### config.mk
export PLATFORM = sky130hd
export DESIGN_NAME = my_processor_mc
export DESIGN_NICKNAME = d
export VERILOG_FILES = /design/src/rtl/my_processor_pkg.sv /design/src/rtl/mc_alu.sv /design/src/rtl/my_processor_mc.sv
export SDC_FILE = /design/constraint.sdc
export NUM_CORES = 2
export LEC_CHECK = 0
export ABC_AREA = 1
export CORE_ASPECT_RATIO = 1.25
export CORE_MARGIN = 3
export CORE_UTILIZATION = 30
export CTS_BUF_LIST = sky130_fd_sc_hd__clkbuf_4 sky130_fd_sc_hd__clkbuf_8
export DETAILED_ROUTE_END_ITERATION = 10
export GPL_TIMING_DRIVEN = 0
export SETUP_SLACK_MARGIN = 0.3
export SYNTH_ARGS = -nofsm -noshare
export SYNTH_HDL_FRONTEND = slang
export SYNTH_SLANG_ARGS = --single-unit
### constraint.sdc
create_clock -name clk -period 5.9 [get_ports clk]
set_input_delay 1.18 -clock clk [delete_from_list [all_inputs] [get_ports clk]]
set_output_delay 1.18 -clock clk [all_outputs]
set_load 0.02 [all_outputs]
### src/rtl/my_processor_pkg.sv
// Shared ISA encodings, FSM states and flag layout for the multi-cycle core.
package my_processor_pkg;

    localparam int unsigned INSTR_W = 32;
    localparam int unsigned FUNC_W  = 4;
    localparam int unsigned IMM_W   = 16;
    localparam int unsigned FLAGS_W = 4;

    localparam int unsigned FLAG_Z = 0;
    localparam int unsigned FLAG_V = 1;
    localparam int unsigned FLAG_S = 2;
    localparam int unsigned FLAG_C = 3;

    localparam logic [1:0] OP_ALU_R = 2'b00;
    localparam logic [1:0] OP_ALU_I = 2'b01;
    localparam logic [1:0] OP_MEM   = 2'b10;
    localparam logic [1:0] OP_CTL   = 2'b11;

    localparam logic [FUNC_W-1:0] F_ADD = 4'd0;
    localparam logic [FUNC_W-1:0] F_SUB = 4'd1;
    localparam logic [FUNC_W-1:0] F_AND = 4'd2;
    localparam logic [FUNC_W-1:0] F_OR  = 4'd3;
    localparam logic [FUNC_W-1:0] F_XOR = 4'd4;
    localparam logic [FUNC_W-1:0] F_NOT = 4'd5;
    localparam logic [FUNC_W-1:0] F_SLL = 4'd6;
    localparam logic [FUNC_W-1:0] F_SRL = 4'd7;
    localparam logic [FUNC_W-1:0] F_SRA = 4'd8;
    localparam logic [FUNC_W-1:0] F_CMP = 4'd9;

    localparam logic [FUNC_W-1:0] F_LD = 4'd0;
    localparam logic [FUNC_W-1:0] F_ST = 4'd1;

    localparam logic [FUNC_W-1:0] F_B    = 4'd0;
    localparam logic [FUNC_W-1:0] F_BR   = 4'd1;
    localparam logic [FUNC_W-1:0] F_BZ   = 4'd2;
    localparam logic [FUNC_W-1:0] F_BNZ  = 4'd3;
    localparam logic [FUNC_W-1:0] F_BCY  = 4'd4;
    localparam logic [FUNC_W-1:0] F_BNCY = 4'd5;
    localparam logic [FUNC_W-1:0] F_BS   = 4'd6;
    localparam logic [FUNC_W-1:0] F_BNS  = 4'd7;
    localparam logic [FUNC_W-1:0] F_BV   = 4'd8;
    localparam logic [FUNC_W-1:0] F_BNV  = 4'd9;
    localparam logic [FUNC_W-1:0] F_CALL = 4'd10;
    localparam logic [FUNC_W-1:0] F_RET  = 4'd11;
    localparam logic [FUNC_W-1:0] F_HALT = 4'd15;

    typedef enum logic [2:0] {
        S_FETCH, S_DECODE, S_EXEC, S_MEM, S_WB, S_HALT
    } state_e;

    typedef struct packed {
        logic [1:0]        op;
        logic [4:0]        rs;
        logic [4:0]        rt;
        logic [FUNC_W-1:0] func;
        logic [IMM_W-1:0]  imm;
    } instr_t;

    // True for every op/func pair the core implements.
    function automatic logic is_legal(input logic [1:0] op, input logic [FUNC_W-1:0] func);
        case (op)
            OP_ALU_R, OP_ALU_I: return func <= F_CMP;
            OP_MEM:             return func <= F_ST;
            default:            return (func <= F_RET) || (func == F_HALT);
        endcase
    endfunction

endpackage

### src/rtl/mc_alu.sv
// Combinational ALU with carry/sign/overflow/zero flag generation.
module mc_alu
    import my_processor_pkg::*;
#(
    parameter int unsigned DATA_W = 32
) (
    input  logic [FUNC_W-1:0] func,
    input  logic [DATA_W-1:0] operand0,
    input  logic [DATA_W-1:0] operand1,
    output logic [DATA_W-1:0] result_c,
    output logic              carry_c,
    output logic              sign_c,
    output logic              ovf_c,
    output logic              zero_c
);

    localparam int unsigned SH_W = $clog2(DATA_W);
    localparam int unsigned MSB  = DATA_W - 1;

    logic [DATA_W:0] sum;
    logic [DATA_W:0] diff;
    logic [SH_W-1:0] shamt;

    always_comb begin
        sum      = {1'b0, operand0} + {1'b0, operand1};
        diff     = {1'b0, operand0} - {1'b0, operand1};
        shamt    = operand1[SH_W-1:0];
        result_c = '0;
        carry_c  = 1'b0;
        ovf_c    = 1'b0;
        case (func)
            F_ADD: begin
                result_c = sum[DATA_W-1:0];
                carry_c  = sum[DATA_W];
                ovf_c    = (operand0[MSB] == operand1[MSB]) && (sum[MSB] != operand0[MSB]);
            end
            // diff's top bit is the unsigned borrow
            F_SUB, F_CMP: begin
                result_c = diff[DATA_W-1:0];
                carry_c  = diff[DATA_W];
                ovf_c    = (operand0[MSB] != operand1[MSB]) && (diff[MSB] != operand0[MSB]);
            end
            F_AND:   result_c = operand0 & operand1;
            F_OR:    result_c = operand0 | operand1;
            F_XOR:   result_c = operand0 ^ operand1;
            F_NOT:   result_c = ~operand0;
            F_SLL:   result_c = operand0 << shamt;
            F_SRL:   result_c = operand0 >> shamt;
            F_SRA:   result_c = DATA_W'($signed(operand0) >>> shamt);
            default: result_c = '0;
        endcase
        sign_c = result_c[MSB];
        zero_c = (result_c == '0);
    end

endmodule

### src/rtl/my_processor_mc.sv
// Multi-cycle core: FETCH/DECODE/EXEC/MEM/WB FSM over one req/ack memory port.
module my_processor_mc
    import my_processor_pkg::*;
#(
    parameter int unsigned      DATA_W     = 32,
    parameter int unsigned      ADDR_W     = 16,
    parameter int unsigned      REG_ADDR_W = 5,
    parameter logic [ADDR_W-1:0] RESET_PC  = '0
) (
    input  logic              clk,
    input  logic              reset,
    output logic              mem_req,
    output logic              mem_we,
    output logic [ADDR_W-1:0] mem_addr,
    output logic [DATA_W-1:0] mem_wdata,
    input  logic [DATA_W-1:0] mem_rdata,
    input  logic              mem_ack,
    output logic [ADDR_W-1:0] pc,
    output logic              halted,
    output logic              illegal
);

    localparam int unsigned          NREGS  = 1 << REG_ADDR_W;
    localparam logic [REG_ADDR_W-1:0] RA_IDX = '1;

    state_e               state_q, state_d;
    logic [ADDR_W-1:0]    pc_q, pc_d;
    instr_t               ir_q, ir_d;
    logic [DATA_W-1:0]    op_a_q, op_a_d, op_b_q, op_b_d, res_q, res_d;
    logic [FLAGS_W-1:0]   flags_q, flags_d;
    logic [DATA_W-1:0]    regs_q [NREGS];
    logic [DATA_W-1:0]    regs_d [NREGS];
    logic                 mem_req_q, mem_req_d, mem_we_q, mem_we_d;
    logic [ADDR_W-1:0]    mem_addr_q, mem_addr_d;
    logic [DATA_W-1:0]    mem_wdata_q, mem_wdata_d;
    logic                 halted_q, halted_d, illegal_q, illegal_d;

    logic [REG_ADDR_W-1:0] rs_idx, rt_idx;
    logic [DATA_W-1:0]     imm_ext, alu_opnd1, alu_res;
    logic                  alu_c, alu_s, alu_v, alu_z, br_cond;
    logic [ADDR_W-1:0]     pc_inc, target_pc, data_addr, ctl_next_pc;

    assign rs_idx    = REG_ADDR_W'(ir_q.rs);
    assign rt_idx    = REG_ADDR_W'(ir_q.rt);
    assign imm_ext   = {{(DATA_W-IMM_W){ir_q.imm[IMM_W-1]}}, ir_q.imm};
    assign alu_opnd1 = (ir_q.op == OP_ALU_I) ? imm_ext : op_b_q;
    assign pc_inc    = pc_q + ADDR_W'(1);
    assign target_pc = pc_inc + ADDR_W'(imm_ext);
    assign data_addr = ADDR_W'(op_a_q + imm_ext);

    mc_alu #(.DATA_W(DATA_W)) u_alu (
        .func     (ir_q.func),
        .operand0 (op_a_q),
        .operand1 (alu_opnd1),
        .result_c (alu_res),
        .carry_c  (alu_c),
        .sign_c   (alu_s),
        .ovf_c    (alu_v),
        .zero_c   (alu_z)
    );

    // Control-flow resolution against the stored flags.
    always_comb begin
        br_cond = 1'b0;
        case (ir_q.func)
            F_B, F_CALL: br_cond = 1'b1;
            F_BZ:        br_cond = flags_q[FLAG_Z];
            F_BNZ:       br_cond = !flags_q[FLAG_Z];
            F_BCY:       br_cond = flags_q[FLAG_C];
            F_BNCY:      br_cond = !flags_q[FLAG_C];
            F_BS:        br_cond = flags_q[FLAG_S];
            F_BNS:       br_cond = !flags_q[FLAG_S];
            F_BV:        br_cond = flags_q[FLAG_V];
            F_BNV:       br_cond = !flags_q[FLAG_V];
            default:     br_cond = 1'b0;
        endcase
        ctl_next_pc = br_cond ? target_pc : pc_inc;
        if (ir_q.func == F_BR)  ctl_next_pc = ADDR_W'(op_a_q);
        if (ir_q.func == F_RET) ctl_next_pc = ADDR_W'(regs_q[RA_IDX]);
    end

    always_comb begin
        state_d     = state_q;
        pc_d        = pc_q;
        ir_d        = ir_q;
        op_a_d      = op_a_q;
        op_b_d      = op_b_q;
        res_d       = res_q;
        flags_d     = flags_q;
        regs_d      = regs_q;
        mem_req_d   = mem_req_q;
        mem_we_d    = mem_we_q;
        mem_addr_d  = mem_addr_q;
        mem_wdata_d = mem_wdata_q;
        halted_d    = halted_q;
        illegal_d   = illegal_q;
        case (state_q)
            // Request is launched one cycle after reset, otherwise on entry.
            S_FETCH: begin
                if (!mem_req_q) begin
                    mem_req_d  = 1'b1;
                    mem_we_d   = 1'b0;
                    mem_addr_d = pc_q;
                end else if (mem_ack) begin
                    ir_d      = instr_t'(mem_rdata[INSTR_W-1:0]);
                    mem_req_d = 1'b0;
                    state_d   = S_DECODE;
                end
            end
            S_DECODE: begin
                op_a_d = regs_q[rs_idx];
                op_b_d = regs_q[rt_idx];
                if (!is_legal(ir_q.op, ir_q.func)) begin
                    illegal_d = 1'b1;
                    halted_d  = 1'b1;
                    state_d   = S_HALT;
                end else if (ir_q.op == OP_CTL && ir_q.func == F_HALT) begin
                    halted_d = 1'b1;
                    state_d  = S_HALT;
                end else begin
                    state_d = S_EXEC;
                end
            end
            S_EXEC: begin
                case (ir_q.op)
                    OP_ALU_R, OP_ALU_I: begin
                        res_d           = alu_res;
                        flags_d[FLAG_C] = alu_c;
                        flags_d[FLAG_S] = alu_s;
                        flags_d[FLAG_V] = alu_v;
                        flags_d[FLAG_Z] = alu_z;
                        state_d         = S_WB;
                    end
                    OP_MEM: begin
                        mem_req_d   = 1'b1;
                        mem_we_d    = (ir_q.func == F_ST);
                        mem_addr_d  = data_addr;
                        mem_wdata_d = (ir_q.func == F_ST) ? op_b_q : '0;
                        state_d     = S_MEM;
                    end
                    default: begin
                        if (ir_q.func == F_CALL) regs_d[RA_IDX] = DATA_W'(pc_inc);
                        pc_d       = ctl_next_pc;
                        mem_req_d  = 1'b1;
                        mem_we_d   = 1'b0;
                        mem_addr_d = ctl_next_pc;
                        state_d    = S_FETCH;
                    end
                endcase
            end
            S_MEM: begin
                if (mem_ack) begin
                    mem_we_d = 1'b0;
                    if (ir_q.func == F_LD) begin
                        res_d     = mem_rdata;
                        mem_req_d = 1'b0;
                        state_d   = S_WB;
                    end else begin
                        pc_d       = pc_inc;
                        mem_addr_d = pc_inc;
                        state_d    = S_FETCH;
                    end
                end
            end
            S_WB: begin
                if (ir_q.op == OP_MEM)       regs_d[rt_idx] = res_q;
                else if (ir_q.func != F_CMP) regs_d[rs_idx] = res_q;
                pc_d       = pc_inc;
                mem_req_d  = 1'b1;
                mem_we_d   = 1'b0;
                mem_addr_d = pc_inc;
                state_d    = S_FETCH;
            end
            S_HALT: begin
                mem_req_d = 1'b0;
                mem_we_d  = 1'b0;
                halted_d  = 1'b1;
            end
            default: state_d = S_FETCH;
        endcase
    end

    always_ff @(posedge clk) begin
        if (!reset) begin
            state_q     <= S_FETCH;
            pc_q        <= RESET_PC;
            ir_q        <= '0;
            op_a_q      <= '0;
            op_b_q      <= '0;
            res_q       <= '0;
            flags_q     <= '0;
            regs_q      <= '{default: '0};
            mem_req_q   <= 1'b0;
            mem_we_q    <= 1'b0;
            mem_addr_q  <= '0;
            mem_wdata_q <= '0;
            halted_q    <= 1'b0;
            illegal_q   <= 1'b0;
        end else begin
            state_q     <= state_d;
            pc_q        <= pc_d;
            ir_q        <= ir_d;
            op_a_q      <= op_a_d;
            op_b_q      <= op_b_d;
            res_q       <= res_d;
            flags_q     <= flags_d;
            regs_q      <= regs_d;
            mem_req_q   <= mem_req_d;
            mem_we_q    <= mem_we_d;
            mem_addr_q  <= mem_addr_d;
            mem_wdata_q <= mem_wdata_d;
            halted_q    <= halted_d;
            illegal_q   <= illegal_d;
        end
    end

    assign mem_req   = mem_req_q;
    assign mem_we    = mem_we_q;
    assign mem_addr  = mem_addr_q;
    assign mem_wdata = mem_wdata_q;
    assign pc        = pc_q;
    assign halted    = halted_q;
    assign illegal   = illegal_q;

endmodule
**Word-level counts from Yosys, hierarchy flattened**

Index checks and enable logic that the tools add are counted.

- Register bits after elaboration: 1227
- Input port bits: 35
- Output and inout bits: 68
- Logic and storage cells: 209

- $add $sub $neg: 5
- Magnitude comparators: 7
- Equality and inequality tests: 37
- Shifts and indexed selects: 3
- Multiplexer cells: 60
- Bitwise logic cells: 8
- Reductions and logical operators: 40

Operators by type and width:

| operator | number |
|---|---|
| $bwmux W1024 | 2 |
| $mux W1024 | 2 |
| $mux W32 | 13 |
| $bmux W32 S5 | 2 |
| $demux W32 S5 | 2 |
| $pmux W32 S9 | 1 |
| $pmux W32 S2 | 2 |
| $mux W16 | 7 |
| $pmux W16 S4 | 1 |
| $pmux W16 S3 | 1 |
| $add A32 B32 Y33 | 1 |
| $sub A32 B32 Y33 | 1 |
| $add A16 B16 Y16 | 2 |
| $and A32 B32 Y32 | 1 |
| $logic_not A32 Y1 | 1 |
| $not A32 Y32 | 1 |
| $or A32 B32 Y32 | 1 |
| $pmux W16 S2 | 1 |
| $shl A32 B5 Y32 | 1 |
| $shr A32 B5 Y32 | 1 |
| $sshr A32 B5 Y32 | 1 |
| $xor A32 B32 Y32 | 1 |
| $reduce_and A4 Y1 | 6 |
| $eq A4 B4 Y1 const B | 5 |
| 44 further kinds | 103 |

**Logic depth before layout (Yosys ltp)**

- Depth after elaboration: 9
- Gate-level depth with buffers: 28
- Mapped depth without buffers: 26

**By module**

From an unflattened synthesis, not the netlist that was laid out.

- Cell total of the unflattened synthesis: 10063
- Area total of the unflattened synthesis: 69454.1 µm²

Modules (own cells, without submodules):

| module | times used | cells each | area each (µm²) | seq. area each (µm²) |
|---|---|---|---|---|
| my_processor_mc | 1 | 7832 | 58587.4 | 24563.6 |
| mc_alu | 1 | 2231 | 10866.7 | 0.0 |

**Worst setup path before layout**

OpenSTA, ideal clock, no wires.

- Kind: reg-to-reg
- Start point: register pc_q[0], in the netlist pc[0]
- End point: register mem_addr_q[15], in the netlist mem_addr[15]
- Arrival time: 3.264 ns
- Data required time: 5.783 ns
- Slack: 2.519 ns
- Stages on the path, launching flop included: 26
- Path buffers: 0
- Path through: dfxtp_1 > ha_1 > nand4_1 > nor2_1 > nand2_1 > nor2_1 > nand2_1 > nor2_1 > nand3_1 > xor2_1 > inv_1 > ha_1 > a21oi_1 > nor2_1 > nor2_1 > nor2_1 > a211oi_1 > nand2_1 > nand2_1 > nand3_1 > o21ai_0 > nand3_1 > nand2_1 > nand2_1 > a21oi_1 > nor2_1

- Longest elaborated chain between the ends: 7
- Elaborated cells between the ends (all ways): 9
- Classes of those cells: add/sub: 2; mux: 7

Ends and longest elaborated chain:

| item | RTL line | RTL |
|---|---|---|
| from (decl) | my_processor_mc.sv:27 | `logic [ADDR_W-1:0] pc_q, pc_d;` |
| from (signal assigned) | my_processor_mc.sv:201 | `pc_q <= pc_d;` |
| $add A16 B1 Y16 (*) | my_processor_mc.sv:47 | `assign pc_inc = pc_q + ADDR_W'(1);` |
| $add A16 B16 Y16 | my_processor_mc.sv:48 | `assign target_pc = pc_inc + ADDR_W'(imm_ext);` |
| $mux W16 | my_processor_mc.sv:77 | `ctl_next_pc = br_cond ? target_pc : pc_inc;` |
| $mux W16 | my_processor_mc.sv:78 | `if (ir_q.func == F_BR) ctl_next_pc = ADDR_W'(op_a_q);` |
| $mux W16 | my_processor_mc.sv:79 | `if (ir_q.func == F_RET) ctl_next_pc = ADDR_W'(regs_q[RA_IDX]);` |
| $pmux W16 S2 | my_processor_mc.sv:125 | `case (ir_q.op)` |
| $pmux W16 S4 (*) | my_processor_mc.sv:97 | `case (state_q)` |
| to (signal assigned) | my_processor_mc.sv:210 | `mem_addr_q <= mem_addr_d;` |
| to (decl) | my_processor_mc.sv:34 | `logic [ADDR_W-1:0] mem_addr_q, mem_addr_d;` |

Mark *: on every way between the ends. The rest lies on a longest branch, timed or not. The select of a mux whose other input is x is not followed.
A chain may end at the register's enable or synchronous reset.

**Worst setup path in the final report**

- Start point: register ir_q (netlist bit rt_idx[1])
- End point: register op_b_q[4]

- Longest elaborated chain between the ends: 4

Ends and longest elaborated chain:

| item | RTL line | RTL |
|---|---|---|
| from (decl) | my_processor_mc.sv:28 | `instr_t ir_q, ir_d;` |
| from (signal assigned) | my_processor_mc.sv:202 | `ir_q <= ir_d;` |
| $not A5 Y6 (implied by the code) | my_processor_mc.sv:112 | `op_b_d = regs_q[rt_idx];` |
| $bmux W32 S5 | my_processor_mc.sv:112 |  |
| $mux W32 (implied by the code) (2 in a row) | my_processor_mc.sv:112 |  |
| to (signal assigned) | my_processor_mc.sv:204 | `op_b_q <= op_b_d;` |
| to (decl) | my_processor_mc.sv:29 | `logic [DATA_W-1:0] op_a_q, op_a_d, op_b_q, op_b_d, res_q, res_d;` |

Every way passes these cells. The select of a mux whose other input is x is not followed.

==> run_results.csv <==
group,metric,value,unit
drt,post-route-drc-count,0,
timing,fmax,164,MHz
die,fp.dieH,536,microns
synth,synth_flop_cell,"dfxtp_1",
power_and_ir_drop,netSwitchingFraction,55.0,%
layout,fin_util,35.2,%
global_routing,grtUsageTotal,50.0,%
power_and_ir_drop,pwr-share-comb,51.0,%
drt,drtPass1Iterations,8,
drt,wl_per_cell,46.4,microns
timing,setup_viol,7,
synth,synthArstFlopShare,0,%
drt,wl,603000,microns
drt,via_count,87543,
setup_path,required,6.82,ns
cts,cts_buffers,223,
die,die_w,430,microns
timing,fin_ws,-0.199,ns
cts,cts_buffer_depth,4,
timing,setup_tns,-0.592,ns
cts,cts_max_level,4,
run,maxCapViolCount,70,
timing,maxSlewHeadroom,-19.0,%
setup_path,cp_max_fo,10,
global_routing,antenna_found_initial,89,
setup_path,critPathArrivalTime,7.02,ns
power_and_ir_drop,power_switching,21.4,mW
power_and_ir_drop,internal_power,17.5,mW
placement,place_hpwl,466000,microns
outcome,failed_checks,"max-capacitance violations, max-slew violations, negative setup slack",
timing,fin_crit,6.10,ns
power_and_ir_drop,pwr-share-seq,25.3,%
drt,viasPerCell,6.74,
global_routing,grt-ovfl-total,0,
power_and_ir_drop,powerDensity,498,nW/um^2
cts,cts-root-buf,"clkbuf_8",
timing,slew_violations,581,
placement,place.gp.congestion,1.13,
synth,avgSynthCellArea,7.14,sq um
cts,clk_pin_slew_worst_paths,0.06,ns
cts,clk_latency,1.09,ns
synth,post-synth-top-count-cell,"a21oi_1",
die,core-area,222000,sq um
synth,synth_cell_types,57,
cts,numClockSinks,1227,
layout,nets,9984,
power_and_ir_drop,peakVddDrop,0.000171,V
synth,synth_common_cells,"a21oi_1 (1383), o21ai_0 (1276), dfxtp_1 (1227)",
die,fp-row-count,193,
global_routing,grt_max_degree,16,
setup_path,endpoint_kind,"flop",
synth,ys_seq_elements,1227,
synth,synthesis.nets,9593,
power_and_ir_drop,clock_power_share,23.8,%
synth,synth_edf_count,0,
synth,synth_top_cell_area_share,36.5,%
cts,hold_buffers,0,
layout,drive_above_1_share,7.32,%
die,ios,103,
placement,place_ws,-0.528,ns
synth,syn-cell-area,67300,sq um
setup_path,cp-start-kind,"flop",
drt,drt_iter0_markers,14239,
layout,synthToLayoutAreaGrowth,16.0,%
global_routing,grt_pass1_vias,80315,
timing,hold_viol,0,
cts,cts_tree,"done",
synth,syn_inst,9434,
synth,ys_seq_area_share,36.5,%
power_and_ir_drop,power_leakage,28.4,nW
die,start_util,30.3,%
synth,synth_warnings,0,
synth,netlist_top_cells_area,"dfxtp_1 (36%), a21oi_1 (10%), o21ai_0 (9.5%)",
setup_path,path_class,"flop to flop",
timing,fin_worst_skew,0.104,ns
timing,holdWs,0.465,ns
timing,worstMarginPinSlew,1.79,ns
worst_hold_path,hp-class,"flop to flop",
placement,io_buffers,102,
timing,period_share,103,%
drt,drtAntennaViolNets,0,
timing,grt_setup_unrepaired,"true",
die,dieArea,230000,sq um
synth,synth.largest_area_cell,"dfxtp_1",
global_routing,grt_pass1_wl,774000,microns
outcome,status,"finished, violations left",
[repair_timing]
action | CTS | global route
endpoints found under the setup margin | 23 | 7
pin swaps | 1 | 0
gates resized for setup | 37 | 12
hold endpoints to repair | 0 | 0
buffers inserted | 0 | 0
[worst paths after layout]
| kind | start | endpoint | slack [ns] | depth (start not counted) |
|---|---|---|---|---|
| max | rt_idx[1]$_SDFFE_PN0P_ | op_b_q[4]$_SDFFE_PN0N_ | -0.20 | 10 |
| min | mem_wdata[28]$_SDFFE_PN0P_ | mem_wdata[28]$_SDFFE_PN0P_ | 0.47 | 2 |
| max reg2reg | rt_idx[1]$_SDFFE_PN0P_ | op_b_q[4]$_SDFFE_PN0N_ | -0.20 | 10 |
| min reg2reg | mem_wdata[28]$_SDFFE_PN0P_ | mem_wdata[28]$_SDFFE_PN0P_ | 0.47 | 2 |
[per-layer routing]
layer  up-vias  track usage (%)  share of wire [%]  wire length (microns)
li1      34787                -                  -                      -
met1     42652             50.5                 33                 198000
met2      7320             76.1                 43                 257000
met3      2746             17.4                 10                  62600
met4        38             57.0                 14                  84400
met5         -            0.353              0.095                    573
[state kept, by name (all words and copies together), names as in the netlist]
register	flops
op_a_q	32
rt_idx	5
mem_we	1
state_q	3
ir_q	6
illegal	1
imm_ext	16
pc	16
res_q	32
halted	1
rs_idx	5
mem_wdata	32
regs_q	1024
op_b_q	32
mem_req	1
mem_addr	16
flags_q	4
[power groups by stage]
stage	combinational, mW	sequential (mW)	clock, mW
5_1_grt	19.6	9.81	9.49
6_report	19.8	9.84	9.25
3_3_place_gp	18.2	9.94	0
2_1_floorplan	8.43	9.37	0
3_5_place_dp	18.3	9.93	0
4_1_cts	18.4	9.76	9.17
[worst max-delay path, stage by stage (launching register included)]
cell and delay [ns]:
dfxtp_1 0.34, inv_1 0.08, nor2_1 0.21, clkinv_1 0.28, clkbuf_2 0.79, clkbuf_1 1.16
o221ai_1 0.44, a221oi_1 1.51, nand4_1 0.76, o211ai_1 0.28, inv_1 0.05
[cells by family (layout without fill, tap and decap cells)]
family	count (synthesis)	in the layout	share of synthesized area, %
simple gates	2206	2206	14.1
other cells	0	77	0
flops	1227	1227	36.5
compound gates	4069	4069	36.6
xor+xnor	24	24	0.312
fa+ha+maj	124	124	2.34
buf+inv	1784	2339	10.2
[layout make-up]
| type | count | area, sq um |
|---|---|---|
| Timing Repair Buffer | 166 | 1780 |
| Tap cell | 2925 | 3660 |
| Buffer | 867 | 3530 |
| Multi-Input combinational cell | 6423 | 36200 |
| Clock buffer | 355 | 4420 |
| Clock inverter | 34 | 374 |
| Antenna cell | 77 | 193 |
| Sequential cell | 1227 | 24600 |
| Fill cell | 24263 | 144000 |
| Inverter | 917 | 3440 |
[metrics by stage]
stage          cell area, sq um  cells  power, mW
3_3_place_gp              72000  12461       28.2
5_1_grt                   78000  12923       38.9
3_5_place_dp              72800  12508       28.3
6_report                  78100  12991       38.9
2_1_floorplan             67300   9434       17.8
4_1_cts                   77700  12897       37.4
[layout by cell type, fill, tap and decap left out, drive strengths merged, types with 55 or more instances in the layout]
cell type	instances
nand3	527
ha	121
nor2	315
a21oi	1383
dfxtp	1227
a221oi	153
a22o	58
nand2	1167
o21ai	1288
o221ai	405
diode	77
clkdlybuf4s50	102
a22oi	470
inv	904
o211ai	111
a211oi	55
buf	204
nor3	55
nand4	120
clkbuf	1081
No activity file was read; power rests on OpenSTA's default activity.
